--- config.mk ---
export PLATFORM = sky130hd
export DESIGN_NAME = udp_tx_sched
export DESIGN_NICKNAME = d
export VERILOG_FILES = /design/src/rtl/udp_pkg.sv /design/src/rtl/rr_arb2.sv /design/src/rtl/udp_tx_sched.sv
export SDC_FILE = /design/constraint.sdc
export NUM_CORES = 1
export LEC_CHECK = 0
export CAP_MARGIN = 0
export CORE_ASPECT_RATIO = 0.5
export CORE_MARGIN = 8
export CORE_UTILIZATION = 44
export DETAILED_ROUTE_END_ITERATION = 16
export PLACE_DENSITY_LB_ADDON = 0.2
export SYNTH_ARGS = -nofsm -noshare
export SYNTH_HDL_FRONTEND = slang
export SYNTH_SLANG_ARGS = --single-unit
--- constraint.sdc ---
create_clock -name clk -period 3.5 [get_ports clk]
set_input_delay 1.05 -clock clk [delete_from_list [all_inputs] [get_ports clk]]
set_output_delay 1.05 -clock clk [all_outputs]
set_load 0.05 [all_outputs]
--- src/rtl/udp_pkg.sv ---
// Shared types and constants for the UDP transmit scheduler.
package udp_pkg;

  typedef enum logic [3:0] {
    ST_IDLE      = 4'b0001,
    ST_START     = 4'b0010,
    ST_WAIT_DONE = 4'b0100,
    ST_GAP       = 4'b1000
  } sched_state_e;

  localparam logic [15:0] ETH_MIN_PAYLOAD    = 16'd18;
  localparam logic [15:0] DEF_GAP_CYCLES     = 16'd12;
  localparam logic [15:0] DEF_TIMEOUT_CYCLES = 16'd4096;

  // Saturating increment keeps the cycle counters from wrapping.
  function automatic logic [15:0] sat_inc(input logic [15:0] v);
    return (v == 16'hFFFF) ? v : v + 16'd1;
  endfunction

endpackage

--- src/rtl/rr_arb2.sv ---
// Two-way round-robin arbiter: a lone requester wins, a tie goes to the
// channel that did not win last time.
module rr_arb2 (
  input  logic [1:0] req,
  input  logic       last_grant,
  output logic       valid,
  output logic       winner
);

  // Pick the winner from the request pair and the previous winner.
  always_comb begin
    valid  = |req;
    winner = 1'b0;
    case (req)
      2'b01:   winner = 1'b0;
      2'b10:   winner = 1'b1;
      2'b11:   winner = ~last_grant;
      default: winner = 1'b0;
    endcase
  end

endmodule

--- src/rtl/udp_tx_sched.sv ---
// Shares one udp_send transmitter between two payload channels with
// round-robin arbitration, an inter-packet gap and a completion watchdog.
//
// state     | meaning
// ----------+-------------------------------------------------------------
// IDLE      | arbitrate; zero-length winners are acknowledged here
// START     | single-cycle tx_start_en with the latched byte count
// WAIT_DONE | handshake steered to the granted channel, watchdog running
// GAP       | enforced quiet time, requests and transmitter ignored
module udp_tx_sched
  import udp_pkg::*;
#(
  parameter logic [15:0] GAP_CYCLES     = DEF_GAP_CYCLES,
  parameter logic [15:0] TIMEOUT_CYCLES = DEF_TIMEOUT_CYCLES
) (
  input  logic        clk,
  input  logic        rst_n,
  input  logic        ch0_req,
  input  logic [15:0] ch0_byte_num,
  input  logic [31:0] ch0_data,
  output logic        ch0_grant,
  output logic        ch0_rd_en,
  output logic        ch0_done,
  input  logic        ch1_req,
  input  logic [15:0] ch1_byte_num,
  input  logic [31:0] ch1_data,
  output logic        ch1_grant,
  output logic        ch1_rd_en,
  output logic        ch1_done,
  output logic        tx_start_en,
  output logic [15:0] tx_byte_num,
  output logic [31:0] tx_data,
  input  logic        tx_req,
  input  logic        tx_done,
  output logic        busy,
  output logic        timeout_err
);

  sched_state_e state_q, state_d;
  logic [1:0]   grant_q, grant_d;
  logic [1:0]   done_q, done_d;
  logic         start_q, start_d;
  logic [15:0]  bytes_q, bytes_d;
  logic         terr_q, terr_d;
  logic         last_q, last_d;
  logic [15:0]  wd_q, wd_d;
  logic [15:0]  gap_q, gap_d;

  logic         arb_valid;
  logic         arb_winner;
  logic [15:0]  win_bytes;

  rr_arb2 u_arb (
    .req        ({ch1_req, ch0_req}),
    .last_grant (last_q),
    .valid      (arb_valid),
    .winner     (arb_winner)
  );

  assign win_bytes = arb_winner ? ch1_byte_num : ch0_byte_num;

  // Next-state and next-output logic; pulses default low every cycle.
  always_comb begin
    state_d = state_q;
    grant_d = grant_q;
    done_d  = 2'b00;
    start_d = 1'b0;
    bytes_d = bytes_q;
    terr_d  = 1'b0;
    last_d  = last_q;
    wd_d    = wd_q;
    gap_d   = gap_q;
    case (state_q)
      ST_IDLE: begin
        if (arb_valid) begin
          last_d = arb_winner;
          if (win_bytes == 16'd0) begin
            done_d[arb_winner] = 1'b1;
          end else begin
            state_d = ST_START;
            grant_d = arb_winner ? 2'b10 : 2'b01;
            start_d = 1'b1;
            bytes_d = win_bytes;
          end
        end
      end
      ST_START: begin
        state_d = ST_WAIT_DONE;
        wd_d    = 16'd0;
      end
      ST_WAIT_DONE: begin
        // A completion arriving on the expiry cycle still counts as success.
        if (tx_done) begin
          done_d  = grant_q;
          grant_d = 2'b00;
          state_d = ST_GAP;
          gap_d   = 16'd0;
        end else if (wd_q == TIMEOUT_CYCLES - 16'd1) begin
          terr_d  = 1'b1;
          done_d  = grant_q;
          grant_d = 2'b00;
          state_d = ST_GAP;
          gap_d   = 16'd0;
        end else begin
          wd_d = sat_inc(wd_q);
        end
      end
      ST_GAP: begin
        if (gap_q >= GAP_CYCLES - 16'd1) state_d = ST_IDLE;
        else                             gap_d   = sat_inc(gap_q);
      end
      default: begin
        state_d = ST_IDLE;
        grant_d = 2'b00;
      end
    endcase
  end

  // State and registered outputs; reset abandons any packet without a done.
  always_ff @(posedge clk) begin
    if (!rst_n) begin
      state_q <= ST_IDLE;
      grant_q <= 2'b00;
      done_q  <= 2'b00;
      start_q <= 1'b0;
      bytes_q <= 16'd0;
      terr_q  <= 1'b0;
      last_q  <= 1'b1;
      wd_q    <= 16'd0;
      gap_q   <= 16'd0;
    end else begin
      state_q <= state_d;
      grant_q <= grant_d;
      done_q  <= done_d;
      start_q <= start_d;
      bytes_q <= bytes_d;
      terr_q  <= terr_d;
      last_q  <= last_d;
      wd_q    <= wd_d;
      gap_q   <= gap_d;
    end
  end

  // Handshake steering toward the owning channel.
  always_comb begin
    ch0_rd_en = tx_req & grant_q[0] & (state_q == ST_WAIT_DONE);
    ch1_rd_en = tx_req & grant_q[1] & (state_q == ST_WAIT_DONE);
    if (grant_q[0])      tx_data = ch0_data;
    else if (grant_q[1]) tx_data = ch1_data;
    else                 tx_data = 32'd0;
  end

  assign ch0_grant   = grant_q[0];
  assign ch1_grant   = grant_q[1];
  assign ch0_done    = done_q[0];
  assign ch1_done    = done_q[1];
  assign tx_start_en = start_q;
  assign tx_byte_num = bytes_q;
  assign timeout_err = terr_q;
  assign busy        = (state_q != ST_IDLE);

endmodule

# ---- Word level (Yosys, flattened, before mapping)
# Cells that the tools add are included.
dict set report classes {
  magnitude_cmp 3
  add_sub_neg 2
  bitwise 9
  n_eq_ne 19
  mux 34
  n_reduce_logical 14
}
# cell count
set ops {}
lappend ops {{$mux 16} 8}
lappend ops {{$mux 32} 2}
lappend ops {{$pmux 16 s2} 2}
lappend ops {{$add 16x1->16 const B} 2}
lappend ops {{$eq 16x16->1 const B} 2}
lappend ops {{$mux 4} 5}
lappend ops {{$mux 2} 9}
lappend ops {{$eq 16x12->1 const B} 1}
lappend ops {{$ge 16x4->1 const B} 1}
lappend ops {{$logic_not 16->1} 1}
lappend ops {{$ne 2x2->1 const B} 8}
lappend ops {{$pmux 4 s4} 1}
lappend ops {{$reduce_and 4->1} 4}
lappend ops {{$pmux 2 s3} 1}
lappend ops {{$reduce_and 3->1} 2}
lappend ops {{$not 1->1} 5}
lappend ops {{$and 1x1->1} 4}
lappend ops {{$eq 2x2->1 const B} 2}
lappend ops {{$eq 4x1->1 const B} 1}
lappend ops {{$eq 4x2->1 const B} 1}
lappend ops {{$eq 4x3->1 const B} 1}
lappend ops {{$eq 4x4->1 const B} 1}
lappend ops {{$ne 4x1->1 const B} 1}
lappend ops {{$pmux 2 s2} 1}
lappend ops {{other kinds (11)} 15}
dict set report totals {
  reg_bits 59
  elab_cells 90
  input_bits 102
}

# ---- Logic depth before layout (Yosys ltp)
# Gate-level depths: netlist (run 1).
dict set report depth {
  ltp_word 9
  depth_mapped 8
  depth_no_buf 6
}

# ---- Hierarchy
# From an unflattened synthesis (run 1), not the netlist that was laid out.
dict set report unflattened {
  cells_unflattened 344
  hier_area_um2 3054.2
}
# module area_per_inst_um2 instances cells_each
set by_module_without_submodules {}
lappend by_module_without_submodules {udp_tx_sched 3040.4 1 342}
lappend by_module_without_submodules {rr_arb2 13.8 1 2}

# ---- Worst setup path after synthesis (run 1)
# OpenSTA, ideal clock, no wires.
dict set report synth_timing {
  path_kind {register -> output}
  start {register grant_q[1]}
  end {output tx_data[10]}
  path_buffers 2
  path_stages_with_launch 5
  t_arrival_ns 1.777
  required_ns 2.450
  path_slack_ns 0.673
  cell_sequence {dfxtp_1 -> nor2b_1 -> clkbuf_1 -> clkbuf_1 -> a22o_1}
}
dict set report synth_via {
  elab_chain_len 2
}
# element line
set synth_rtl {}
lappend synth_rtl {{from (decl)} udp_tx_sched.sv:40} ;# logic [1:0] grant_q, grant_d;
lappend synth_rtl {{from (signal assigned)} udp_tx_sched.sv:133} ;# grant_q <= grant_d;
lappend synth_rtl {{$mux 32} udp_tx_sched.sv:149} ;# else if (grant_q[1]) tx_data = ch1_data;
lappend synth_rtl {{$mux 32} udp_tx_sched.sv:148} ;# if (grant_q[0]) tx_data = ch0_data;
lappend synth_rtl {{to (decl)} udp_tx_sched.sv:32} ;# output logic [31:0] tx_data,
# Every way passes these cells.

# ---- Worst setup path in the final report (run 1)
dict set report layout_timing {
  start {register state_q[3]}
  end {output busy}
}
dict set report layout_via {
  elab_chain_len 1
}
# element line
set layout_rtl {}
lappend layout_rtl {{from (decl)} udp_tx_sched.sv:39} ;# sched_state_e state_q, state_d;
lappend layout_rtl {{from (signal assigned)} udp_tx_sched.sv:132} ;# state_q <= state_d;
lappend layout_rtl {{$ne 4x1->1} udp_tx_sched.sv:160} ;# assign busy = (state_q != ST_IDLE);
lappend layout_rtl {{to (decl)} udp_tx_sched.sv:35} ;# output logic busy,
# Every way passes these cells.

==> results.cfg, run 1 <==
[status]
outcome = completed

[cts]
root_buffer = clkbuf_16
cts_buffers = 9
cts_tree = done
cts_sinks = 59
cts_setup_buffers = 0
cts_hold_buffers = 0
cts_resized = 0
clock_latency_ns = 0.33
cts_max_level = 3
cts_buffer_depth = 2
clk_pin_slew_ns = 0.06

[global_routing]
grt_pass1_wl_mm = 17.9
track_usage_pct = 21.2
antenna_found_initial = 0
grt_max_degree = 34
overflow = 0
grt_pass1_vias = 3347

[routing]
first_pass_iters = 4
vias = 3412
wl_per_cell_um = 18.4
drt_wl_total_mm = 11.2
drcViolationCount = 0
ant_nets = 0
drt_iter0_markers = 209
routed_via_density = 5.58

[timing]
min_period_ns = 3.11
worstMarginPinSlew_ns = 0.757
timing.final.crit_share_pct = 88.9
rsz0062_at_grt = false
fmax_mhz = 321
maxSlewViolCount = 0
maxSlewHeadroom_pct = 49.3
final-setup-viol-count = 0
hold_violations = 0
fin_setup_tns_ns = 0
clock_skew_ns = 0.00634
fin_hold_ws_ns = 0.463

[die]
start_util_pct = 44.6
dieArea_um2 = 10400
core.rowCount = 22
fp.dieW_um = 137
core_area_um2 = 7180
num_io_pins = 159
die_y_um = 76.3

[critical_path]
crit_buf_inv = 3
required_ns = 2.45
criticalPathCategory = flip-flop to primary output
r2r_cells = 6
ff2ff_setup_slack_ns = 1.26
crit_chain = nor4b_4 -> buf_4 -> inv_1 -> clkdlybuf4s50_1
critical_path.startpoint_type = flip-flop
cp_slowest_cell = clkdlybuf4s50_1
slowest_delay_ns = 0.82
cp-startpoint = state_q[3]
critPathMaxFanout = 8
critPathTopFamily = buffers and inverters
reg2reg_from = wd_q[0]
r2r_end = wd_q[2]
arrival_ns = 2.06
critPathCaptureType = primary output

[synthesis]
synth_edf_count = 0
yosysWarnings = 0
synth_top_area_share_pct = 36.9
synth_top_cell_by_area = dfxtp_1
synthFlopType = dfxtp_1
async_flop_share_pct = 0
syn-num-nets = 465
synth_cell_types = 54
synth_area_per_cell_um2 = 8.88
syn_area_um2 = 3200
syn_inst = 361
ys_top_cells_by_area = dfxtp_1, a22o_1, mux2i_1
seq_area_frac_synth_pct = 36.9
synth_seq_cells = 59

[hold_path]
hold_start = gap_q[8]
hold_depth = 1
hold_path_end = gap_q[8]
hp-class = flip-flop to flip-flop

[pwr]
power.static_leakage_nw = 2.03
peakVddDrop_v = 0.000338
powerDensity_nw_per_um2 = 430

[final_layout]
diodes = 0
final_core_util_pct = 76.2
syn_to_final_growth_pct = 70.9
fin_nets = 614
drive_above_1_share_pct = 14.0

[job]
drv_cap = 0

[placement]
portBuffers = 158
gp_congestion = 0.851
place_hpwl_mm = 8.72
==> per-layer routing <==
| metal | share of wire [%] | track usage (%) | routed length, µm | up-vias |
|---|---|---|---|---|
| li1 | - | - | - | 1706 |
| met1 | 40 | 24.3 | 4510 | 1576 |
| met2 | 52 | 37.4 | 5790 | 116 |
| met3 | 7.3 | 6.97 | 824 | 14 |
| met4 | 0.79 | 4.57 | 89 | 0 |
| met5 | 0 | 0 | 0 | - |
==> cells in the final DEF, fill, tap and decap left out, drive strengths merged, types with 4 or more instances in the layout <==
cell type and count:
clkdlybuf4s50 124, dfxtp 59, buf 43, a22o 32, nor2 30, nand2 18, and2 17, mux2i 16
a211oi 16, a21oi 16, nand3 14, nor4 13, or4 13, o31ai 12, clkbuf 9, o21ai 7
and3 6, and4 6, nand4 6, o21a 6, nor3 5, nor4b 5, clkinv 5, a31oi 4
o211ai 4
==> cell families (layout without fill, tap and decap cells) <==
family	after synthesis	in the layout	synth area share, %
xor+xnor	2	2	0.547
simple gates	140	140	25.5
compound gates	110	110	26.4
mux	16	16	5.00
buf+inv	32	186	4.96
flops	59	59	36.9
fa+ha+maj	2	2	0.781
==> cells in the mapped netlist, types with 2 or more instances <==
library cell,count
or3_1,2
o21a_1,6
nor2_1,29
nand4_1,6
nand3_1,14
nor4_1,13
inv_1,2
a31oi_1,4
ha_1,2
nor3_1,5
o2bb2ai_1,3
or4_1,12
nand2_1,18
o21ai_1,3
and3_1,6
dfxtp_1,59
clkbuf_1,18
a211oi_1,16
mux2i_1,16
and2_1,16
o31ai_1,12
and4_1,6
o211ai_1,4
buf_2,9
a22o_1,32
xor2_1,2
o21ai_0,3
nor4b_1,3
a21oi_1,15
==> per-stage QoR <==
step | setup slack, ns | cells | cell area (µm²) | power, mW
floorplan | 0.673 | 361 | 3200 | 1.15
global placement | 0.554 | 595 | 5170 | 1.48
detailed placement | 0.510 | 595 | 5170 | 1.49
CTS | 0.387 | 611 | 5480 | 2.37
global route | 0.317 | 611 | 5480 | 2.44
finish | 0.387 | 611 | 5480 | 2.35
==> worst register-to-register path: cells and delay by family (launching register included) <==
| kind | cells | cell delay, ns |
|---|---|---|
| compound gates | 2 | 0.78 |
| fa+ha+maj | 1 | 0.24 |
| flops | 1 | 0.38 |
| simple gates | 3 | 0.73 |
==> flip-flops by register name (all words and copies together), names as in the netlist <==
name and flops:
gap_q 16, grant_q 2, last_q 1, tx_byte_num 16, timeout_err 1, done_q 2
tx_start_en 1, wd_q 16, state_q 4
==> area by class of cell <==
cell class,instances,area [µm²]
well taps,96,120
fillers,490,1710
clock inverters,7,77.6
repair buffers,167,1990
clock buffers,9,225
multi-input cells,270,1870
flip-flops and latches,59,1180
inverters,3,11.3
==> power by group <==
part | switching [mW] | internal, mW | leakage (nW)
logic | 0.403 | 0.325 | 1.40
registers | 0.0350 | 0.717 | 0.480
clock network | 0.320 | 0.555 | 0.146
total | 0.757 | 1.60 | 2.03
==> worst max path at each step <==
stage	endpoint	cells after the start
6_report	busy	4
3_5_place_dp	tx_byte_num[14]	6
2_1_floorplan	tx_data[10]	4
3_3_place_gp	tx_data[6]	3
4_1_cts	busy	4
5_1_grt	busy	4
Note: power is estimated with default switching activity, not from simulation.
==> run 2, diff against run 1 <==
--- a/config.mk
+++ b/config.mk
@@ -8,9 +8,11 @@
 export CAP_MARGIN = 0
 export CORE_ASPECT_RATIO = 0.5
 export CORE_MARGIN = 8
-export CORE_UTILIZATION = 44
+export CORE_UTILIZATION = 41
+export CTS_CLUSTER_DIAMETER = 30
 export DETAILED_ROUTE_END_ITERATION = 16
 export PLACE_DENSITY_LB_ADDON = 0.2
+export SETUP_SLACK_MARGIN = 0.15
 export SYNTH_ARGS = -nofsm -noshare
 export SYNTH_HDL_FRONTEND = slang
 export SYNTH_SLANG_ARGS = --single-unit
==> constraint.sdc (replaced) <==
create_clock -name clk -period 2.9 [get_ports clk]
set_input_delay 0.87 -clock clk [delete_from_list [all_inputs] [get_ports clk]]
set_output_delay 0.87 -clock clk [all_outputs]
set_load 0.05 [all_outputs]
==> results.cfg, run 2 (synthesis gave the netlist of run 1 again) <==
[global_routing]
grt_pass1_wl_mm = 18.4
grt_pass1_vias = 3429
grt_max_degree = 38
track_usage_pct = 20.4
overflow = 0
antenna_found_initial = 0

[pwr]
power.static_leakage_nw = 2.04
powerDensity_nw_per_um2 = 507
peakVddDrop_v = 0.000362

[final_layout]
fin_nets = 617
design_area_um2 = 5500
diodes = 0
drive_above_1_share_pct = 14.7
mostFrequentLayoutCell = clkdlybuf4s50_1
syn_to_final_growth_pct = 71.7
final_cell_mix = clkdlybuf4s50_1, dfxtp_1, buf_12
final_core_util_pct = 73.7

[die]
fp.dieW_um = 141
num_io_pins = 159
core_area_um2 = 7460
start_util_pct = 43.0
die_y_um = 78.5
dieArea_um2 = 11100
core.rowCount = 22

[routing]
ant_nets = 0
routed_via_density = 5.53
wl_per_cell_um = 18.5
drcViolationCount = 0
drt_wl_total_mm = 11.6
drt_iter0_markers = 298
vias = 3462
first_pass_iters = 4

[job]
drv_cap = 0

[cts]
cts_resized = 1
cts_buffer_depth = 2
cts_sinks = 59
root_buffer = clkbuf_16
cts_setup_buffers = 0
clock_latency_ns = 0.33
cts_hold_buffers = 0
clk_pin_slew_ns = 0.06
cts_max_level = 3
cts_buffers = 9
cts_tree = done

[timing]
rsz0062_at_grt = false
final-setup-viol-count = 0
hold_violations = 0
fmax_mhz = 383
clock_skew_ns = 0.00774
min_period_ns = 2.61
timing.final.crit_share_pct = 90.1
maxSlewHeadroom_pct = 50.5
fin_setup_tns_ns = 0
worstMarginPinSlew_ns = 0.738
maxSlewViolCount = 0

[placement]
portBuffers = 158
placed_cell_area_um2 = 5220
place_hpwl_mm = 8.84
gp_congestion = 0.845

[critical_path]
critPathCaptureType = primary output
crit_chain = clkdlybuf4s50_1 -> a22o_1 -> buf_12
critPathMaxFanout = 1
slowest_delay_ns = 0.44
critPathTopFamily = buffers and inverters
crit_buf_inv = 2
critical_path.startpoint_type = input pin
required_ns = 2.03
cp_slowest_cell = clkdlybuf4s50_1
arrival_ns = 1.74
criticalPathCategory = input pin to primary output

[status]
outcome = completed

[hold_path]
hp-class = flip-flop to flip-flop
-- run 2: cell count changes in the layout (fill, tap and decap cells not counted), sizes merged --
cell	change
clkinv	-2
buf	+4
clkdlybuf4s50	-2
inv	+3
dlygate4sd2	+1
bufinv	-1
-- run 2: worst paths after layout --
| kind | startpoint | to | slack, ns | cells after the start |
|---|---|---|---|---|
| min | gap_q[7] | gap_q[7] | 0.46 | 1 |
| max | ch0_data[10] | tx_data[10] | 0.29 | 3 |
| min reg2reg | gap_q[7] | gap_q[7] | 0.46 | 1 |
| max reg2reg | wd_q[0] | wd_q[2] | 0.60 | 6 |
-- run 2: layout make-up --
| type | instances | area (µm²) |
|---|---|---|
| timing repair buffer | 170 | 2020 |
| fill | 528 | 1960 |
| multi-input combinational | 270 | 1870 |
| sequential | 59 | 1180 |
| clock buffer | 9 | 225 |
| tap | 108 | 135 |
| clock inverter | 7 | 56.3 |
| inverter | 3 | 11.3 |
-- run 2: report_power, final --
part	leakage, nW	total, mW	switching, mW	internal [mW]
Combinational	1.43	0.893	0.494	0.398
Clock	0.137	0.995	0.407	0.589
Sequential	0.480	0.903	0.0388	0.864
-- run 2: per-layer routing --
layer / GRT usage (%) / up-vias / part of all wire, %
met4: 3.51 / 0 / 0.55
met2: 37.5 / 143 / 52
met5: 0 / - / 0
met1: 23.2 / 1595 / 41
li1: - / 1715 / -
met3: 6.58 / 9 / 7.2
-- run 2: per-stage QoR --
| stage | power, mW | std cells | hold slack [ns] | worst slack [ns] |
|---|---|---|---|---|
| 2_1_floorplan | 1.39 | 361 | 0.430 | 0.253 |
| 3_3_place_gp | 1.80 | 610 | 0.444 | 0.203 |
| 3_5_place_dp | 1.81 | 610 | 0.446 | 0.104 |
| 4_1_cts | 2.81 | 626 | 0.463 | 0.286 |
| 5_1_grt | 2.91 | 626 | 0.477 | 0.230 |
| 6_report | 2.79 | 626 | 0.461 | 0.287 |
